[src/rtl/shift_cmd_sequencer_if.sv]
// Handshake and shifter bundle between the command sequencer, its producer/consumer
// and the external barrel shifter.
interface shift_cmd_if;
    logic        cmd_valid;
    logic        cmd_ready;
    logic        cmd_dir;
    logic [4:0]  cmd_amt;
    logic [31:0] cmd_data;
    logic        sh_dir;
    logic [4:0]  sh_amt;
    logic [31:0] d_in;
    logic [31:0] d_out;
    logic        res_valid;
    logic        res_ready;
    logic [31:0] res_data;
    logic [15:0] res_count;

    modport master (
        output cmd_valid, cmd_dir, cmd_amt, cmd_data, res_ready, d_out,
        input  cmd_ready, sh_dir, sh_amt, d_in, res_valid, res_data, res_count
    );

    modport slave (
        input  cmd_valid, cmd_dir, cmd_amt, cmd_data, res_ready, d_out,
        output cmd_ready, sh_dir, sh_amt, d_in, res_valid, res_data, res_count
    );
endinterface

[src/rtl/shift_cmd_sequencer.sv]
// Queues shift commands, issues them one at a time to an external barrel shifter
// and hands the captured results to a consumer with a valid/ready handshake.
module shift_cmd_sequencer #(
    parameter int DEPTH = 4
) (
    input  logic         clk,
    input  logic         rst,
    shift_cmd_if.slave   bus
);
    localparam int PW = (DEPTH > 1) ? $clog2(DEPTH) : 1;
    localparam int CW = PW + 1;

    typedef enum logic [1:0] {
        IDLE  = 2'd0,
        ISSUE = 2'd1,
        HOLD  = 2'd2
    } state_t;

    state_t          state_r;
    state_t          state_nxt_s;

    logic [37:0]     mem_r [DEPTH];
    logic [PW-1:0]   wr_ptr_r;
    logic [PW-1:0]   rd_ptr_r;
    logic [CW-1:0]   occ_r;

    logic            sh_dir_r;
    logic [4:0]      sh_amt_r;
    logic [31:0]     d_in_r;
    logic            res_valid_r;
    logic [31:0]     res_data_r;
    logic [15:0]     res_count_r;

    logic            push_s;
    logic            pop_s;
    logic            capture_s;
    logic            res_clr_s;
    logic            fifo_ne_s;
    logic            res_hs_s;
    logic [37:0]     head_s;

    assign fifo_ne_s     = (occ_r != {CW{1'b0}});
    assign bus.cmd_ready = (occ_r < CW'(DEPTH)) && !rst;
    assign push_s        = bus.cmd_valid && bus.cmd_ready;
    assign res_hs_s      = res_valid_r && bus.res_ready;
    assign head_s        = mem_r[rd_ptr_r];

    assign bus.sh_dir    = sh_dir_r;
    assign bus.sh_amt    = sh_amt_r;
    assign bus.d_in      = d_in_r;
    assign bus.res_valid = res_valid_r;
    assign bus.res_data  = res_data_r;
    assign bus.res_count = res_count_r;

    // State register.
    always_ff @(posedge clk) begin
        if (rst) begin
            state_r <= IDLE;
        end else begin
            state_r <= state_nxt_s;
        end
    end

    // Next-state decode.
    always_comb begin
        state_nxt_s = state_r;
        case (state_r)
            IDLE: begin
                if (fifo_ne_s) state_nxt_s = ISSUE;
                else           state_nxt_s = IDLE;
            end
            ISSUE: state_nxt_s = HOLD;
            HOLD: begin
                if (bus.res_ready) begin
                    if (fifo_ne_s) state_nxt_s = ISSUE;
                    else           state_nxt_s = IDLE;
                end else begin
                    state_nxt_s = HOLD;
                end
            end
            default: state_nxt_s = IDLE;
        endcase
    end

    // Per-state datapath controls.
    always_comb begin
        pop_s     = 1'b0;
        capture_s = 1'b0;
        res_clr_s = 1'b0;
        case (state_r)
            IDLE: begin
                if (fifo_ne_s) pop_s = 1'b1;
                else           pop_s = 1'b0;
            end
            ISSUE: capture_s = 1'b1;
            HOLD: begin
                if (bus.res_ready) begin
                    res_clr_s = 1'b1;
                    pop_s     = fifo_ne_s;
                end else begin
                    res_clr_s = 1'b0;
                    pop_s     = 1'b0;
                end
            end
            default: begin
                pop_s     = 1'b0;
                capture_s = 1'b0;
                res_clr_s = 1'b0;
            end
        endcase
    end

    // FIFO storage; push is already gated off during reset through cmd_ready.
    always_ff @(posedge clk) begin
        if (push_s) begin
            mem_r[wr_ptr_r] <= {bus.cmd_dir, bus.cmd_amt, bus.cmd_data};
        end
    end

    // FIFO pointers and occupancy; power-of-two depth lets pointers wrap naturally.
    always_ff @(posedge clk) begin
        if (rst) begin
            wr_ptr_r <= {PW{1'b0}};
            rd_ptr_r <= {PW{1'b0}};
            occ_r    <= {CW{1'b0}};
        end else begin
            if (push_s) wr_ptr_r <= wr_ptr_r + PW'(1);
            if (pop_s)  rd_ptr_r <= rd_ptr_r + PW'(1);
            case ({push_s, pop_s})
                2'b10:   occ_r <= occ_r + CW'(1);
                2'b01:   occ_r <= occ_r - CW'(1);
                default: occ_r <= occ_r;
            endcase
        end
    end

    // Issue registers feeding the shifter; held until the next pop.
    always_ff @(posedge clk) begin
        if (rst) begin
            sh_dir_r <= 1'b0;
            sh_amt_r <= 5'd0;
            d_in_r   <= 32'd0;
        end else if (pop_s) begin
            sh_dir_r <= head_s[37];
            sh_amt_r <= head_s[36:32];
            d_in_r   <= head_s[31:0];
        end
    end

    // Result capture, handshake and completion counter.
    always_ff @(posedge clk) begin
        if (rst) begin
            res_valid_r <= 1'b0;
            res_data_r  <= 32'd0;
            res_count_r <= 16'd0;
        end else begin
            if (capture_s) begin
                res_valid_r <= 1'b1;
                res_data_r  <= bus.d_out;
            end else if (res_clr_s) begin
                res_valid_r <= 1'b0;
            end
            if (res_hs_s) res_count_r <= res_count_r + 16'd1;
        end
    end
endmodule

[src/flat_wrapper.sv]
// flat-port wrapper written by rule: the top's interface ports become plain ports
module shift_cmd_sequencer_flat 
#(
    parameter int DEPTH = 4
)
  (clk, rst, bus_cmd_valid, bus_cmd_dir, bus_cmd_amt, bus_cmd_data, bus_res_ready, bus_d_out, bus_cmd_ready, bus_sh_dir, bus_sh_amt, bus_d_in, bus_res_valid, bus_res_data, bus_res_count);
  shift_cmd_if bus_i ();
  input  logic clk;
  input  logic rst;
  input wire logic [$bits(bus_i.cmd_valid)-1:0] bus_cmd_valid;
  input wire logic [$bits(bus_i.cmd_dir)-1:0] bus_cmd_dir;
  input wire logic [$bits(bus_i.cmd_amt)-1:0] bus_cmd_amt;
  input wire logic [$bits(bus_i.cmd_data)-1:0] bus_cmd_data;
  input wire logic [$bits(bus_i.res_ready)-1:0] bus_res_ready;
  input wire logic [$bits(bus_i.d_out)-1:0] bus_d_out;
  output wire logic [$bits(bus_i.cmd_ready)-1:0] bus_cmd_ready;
  output wire logic [$bits(bus_i.sh_dir)-1:0] bus_sh_dir;
  output wire logic [$bits(bus_i.sh_amt)-1:0] bus_sh_amt;
  output wire logic [$bits(bus_i.d_in)-1:0] bus_d_in;
  output wire logic [$bits(bus_i.res_valid)-1:0] bus_res_valid;
  output wire logic [$bits(bus_i.res_data)-1:0] bus_res_data;
  output wire logic [$bits(bus_i.res_count)-1:0] bus_res_count;
  assign bus_i.cmd_valid = bus_cmd_valid;
  assign bus_i.cmd_dir = bus_cmd_dir;
  assign bus_i.cmd_amt = bus_cmd_amt;
  assign bus_i.cmd_data = bus_cmd_data;
  assign bus_i.res_ready = bus_res_ready;
  assign bus_i.d_out = bus_d_out;
  assign bus_cmd_ready = bus_i.cmd_ready;
  assign bus_sh_dir = bus_i.sh_dir;
  assign bus_sh_amt = bus_i.sh_amt;
  assign bus_d_in = bus_i.d_in;
  assign bus_res_valid = bus_i.res_valid;
  assign bus_res_data = bus_i.res_data;
  assign bus_res_count = bus_i.res_count;
  shift_cmd_sequencer #(.DEPTH(DEPTH)) u_core (.clk(clk), .rst(rst), .bus(bus_i));
endmodule
[config.mk]
export PLATFORM = sky130hd
export DESIGN_NAME = shift_cmd_sequencer_flat
export DESIGN_NICKNAME = d
export VERILOG_FILES = /design/src/rtl/shift_cmd_sequencer_if.sv /design/src/rtl/shift_cmd_sequencer.sv /design/src/flat_wrapper.sv
export SDC_FILE = /design/constraint.sdc
export NUM_CORES = 1
export LEC_CHECK = 0
export CAP_MARGIN = 0
export CORE_MARGIN = 4
export CORE_UTILIZATION = 55
export DETAILED_ROUTE_END_ITERATION = 8
export GPL_TIMING_DRIVEN = 0
export PLACE_DENSITY = 0.83
export SETUP_SLACK_MARGIN = 0.05
export SYNTH_ARGS = -nofsm -noshare
export SYNTH_HDL_FRONTEND = slang
export SYNTH_SLANG_ARGS = --single-unit
[constraint.sdc]
create_clock -name clk -period 7.23 [get_ports clk]
set_input_delay 1.446 -clock clk [delete_from_list [all_inputs] [get_ports clk]]
set_output_delay 1.446 -clock clk [all_outputs]
set_load 0.02 [all_outputs]
==> reports/qor.yml <==
ys_warn_count: 0
r2r-end: "u_core.occ_r[2]$_SDFFE_PP0P_"
grtUsageTotal_pct: 22.0
htreeDepth: 1
power.internal_mw: 3.09
synthesis.instances: 649
use_met3_pct: 4.82
firstDrtPassIters: 5
crit_fanout: 6
holdWs_ps: 458
fmax_ghz: 0.227
vias: 5914
synth_seq_area_share_pct: 70.8
synth.net_count: 730
portBuffers: 161
ir_worst_vdd_mv: 0.260
vias_per_cell: 5.50
dieArea_um2: 18800
route.detailed.wl_per_inst_um: 19.4
worstHoldPathType: "flip-flop to flip-flop"
die_x_um: 137
netlist.area_leader.share_pct: 49.8
area_growth_pct: 30.8
startpoint: "rst"
synth_cell_type_count: 36
min-delay-start: "u_core.bus.d_in[12]$_SDFFE_PP0P_"
rows: 46
dp_hpwl_mm: 14.2
finalSetupViolCount: 0
cts_buffers: 25
p_per_area_nw_per_um2: 368
syn_area_per_cell_um2: 14.1
synth_edf_count: 152
hold_violations: 0
reg2reg_setup_slack_ps: 4630
routed_wl_mm: 20.8
rr_worst_depth: 11
n_fill_cell: 999
layout.nets: 922
postCtsSetupBuffers: 0
yosys.area.top_type: "edfxtp_1"
pin_count: 162
clk_pin_slew_ps: 60
synth-main-ff-cell: "edfxtp_1"
p_leak_nw: 4.00
fin_crit_ps: 4400
core_um2: 16100
place.gp.congestion: 0.859
cts_hold_buf: 0
syn-cell-area_um2: 9170
cts_sinks: 248
cts_buffer_depth: 3
p_comb_share_pct: 29.3
diodes: 0
clock_power_share_pct: 30.1
setup-tns-final_ps: 0
worstPathArrival_ps: 2960
antenna_left: 0
clk_latency_ps: 510
maxCapViolCount: 0
antenna_found_initial: 0
synth_async_sr_flop_share_pct: 0
seq_power_share_pct: 40.6
cp-start-kind: "input port"
grt_busiest_layer: "met2"
cts.repair.resized: 0
cts_tree: "done"
grt.met1_usage_pct: 26.9
cp-end-kind: "output port"
drc_errors: 0
power_mw: 4.41
drive_gt1_share_pct: 12.7
swShare_pct: 29.9
r2r_start: "u_core.occ_r[2]$_SDFFE_PP0P_"
cp.required_ps: 5780
synth_area_leaders: "edfxtp_1 (50%), dfxtp_1 (21%), mux4_2 (9.3%)"
holdPathEnd: "u_core.bus.d_in[12]$_SDFFE_PP0P_"
final.period_utilization_pct: 60.9
grt_pass1_wl_mm: 32.0
synth-seq-cells: 248
gr-usage-met2_pct: 39.7
holdPathStages: 2
first_global_vias: 6142
fin_worst_skew_ps: 7.37
p_switching_mw: 1.32
maxSlewViolCount: 0
die_h_um: 137
root_buffer: "clkbuf_16"
grt_overflow: 0
grt_max_degree: 25
first_iter_violations: 375
start_util_pct: 56.9
outcome: "complete, no violations"
tightest_slew_ps: 629
rsz0062_at_grt: "false"
relSlewSlack_pct: 58.1
worst-setup-path-type: "input port to output port"
[sequential cells by signal, indices dropped and copies added (netlist names)]
signal	count
u_core.bus.d_in	32
u_core.bus.res_count	16
u_core.bus.res_data	32
u_core.bus.res_valid	1
u_core.bus.sh_amt	5
u_core.bus.sh_dir	1
u_core.mem_r	152
u_core.occ_r	3
u_core.rd_ptr_r	2
u_core.state_r	2
u_core.wr_ptr_r	2
[placed cells by master, fill, tap and decap left out, types with 7 or more instances in the layout]
cell type,count
clkdlybuf4s50_1,161
edfxtp_1,152
nand2_1,145
dfxtp_1,96
a21oi_1,77
mux4_2,38
nor2_1,25
clkbuf_16,25
clkbuf_1,19
xnor2_1,9
inv_1,8
nand3_1,7
[layer usage]
layer	vias up	share of wire (%)
met5	-	0
met4	0	1.8
met3	36	8.2
met2	242	51
met1	2907	39
li1	2729	-
[final cells by class]
class | instances | area, µm² | share of cell area, %
sequential | 248 | 6490 | 54.1
buffer | 37 | 216 | 1.81
timing repair buffer | 165 | 1690 | 14.1
clock buffer | 28 | 647 | 5.40
inverter | 9 | 46.3 | 0.386
tap | 216 | 270 | 2.25
multi-input combinational | 355 | 2420 | 20.2
clock inverter | 17 | 210 | 1.75
[power by group through the flow]
stage / Combinational [mW] / Sequential (mW) / Clock [mW]
after floorplan: 0.621 / 1.96 / 0
after global placement: 1.25 / 1.81 / 0
after detailed placement: 1.29 / 1.82 / 0
after CTS: 1.31 / 1.79 / 1.35
after global routing: 1.39 / 1.81 / 1.41
final: 1.29 / 1.79 / 1.33
[cell usage after synthesis, types with 4 or more instances]
master / count
inv_1: 8
nor2_1: 25
buf_1: 4
nand4_1: 5
a21oi_1: 77
clkbuf_1: 17
nand3_1: 7
and3_1: 7
buf_2: 5
buf_4: 4
xnor2_1: 9
buf_6: 6
xor2_1: 6
mux4_2: 38
dfxtp_1: 96
edfxtp_1: 152
nor3_1: 5
ha_1: 6
nand2_1: 145
nor2b_1: 4
[cell families after synthesis]
family                   after synthesis  share of synthesized area, %
AO/OA/AOI/OAI                         83                          4.68
XOR/XNOR                              15                          1.43
adder cells (fa/ha/maj)                7                          1.04
buffers and inverters                 46                          2.87
flip-flops                           248                          70.8
multiplexers                          40                          9.58
AND/OR/NAND/NOR                      210                          9.62
[worst max-delay path: stages]
cell and delay [ps]:
clkdlybuf4s50_1 440, nor2_1 360, clkdlybuf4s50_1 710
[worst max-delay path by stage]
stage,endpoint,depth (start not counted),slack (ps)
5_1_grt,bus_cmd_ready,3,2750
4_1_cts,bus_cmd_ready,3,2830
2_1_floorplan,u_core.occ_r[2]$_SDFFE_PP0P_,11,3920
3_5_place_dp,bus_cmd_ready,3,2850
6_report,bus_cmd_ready,3,2830
3_3_place_gp,bus_cmd_ready,3,2860
[through the flow]
step                utilization [%]  worst slack, ps  std cells  area, µm²
finish                         74.4             2830       1075      12000
global route                   74.4             2750       1075      12000
CTS                            74.4             2830       1075      12000
detailed placement             69.1             2850       1030      11100
global placement               68.5             2860       1026      11000
floorplan                         -             3920        649       9170
Power figures use the tool's default switching activity.
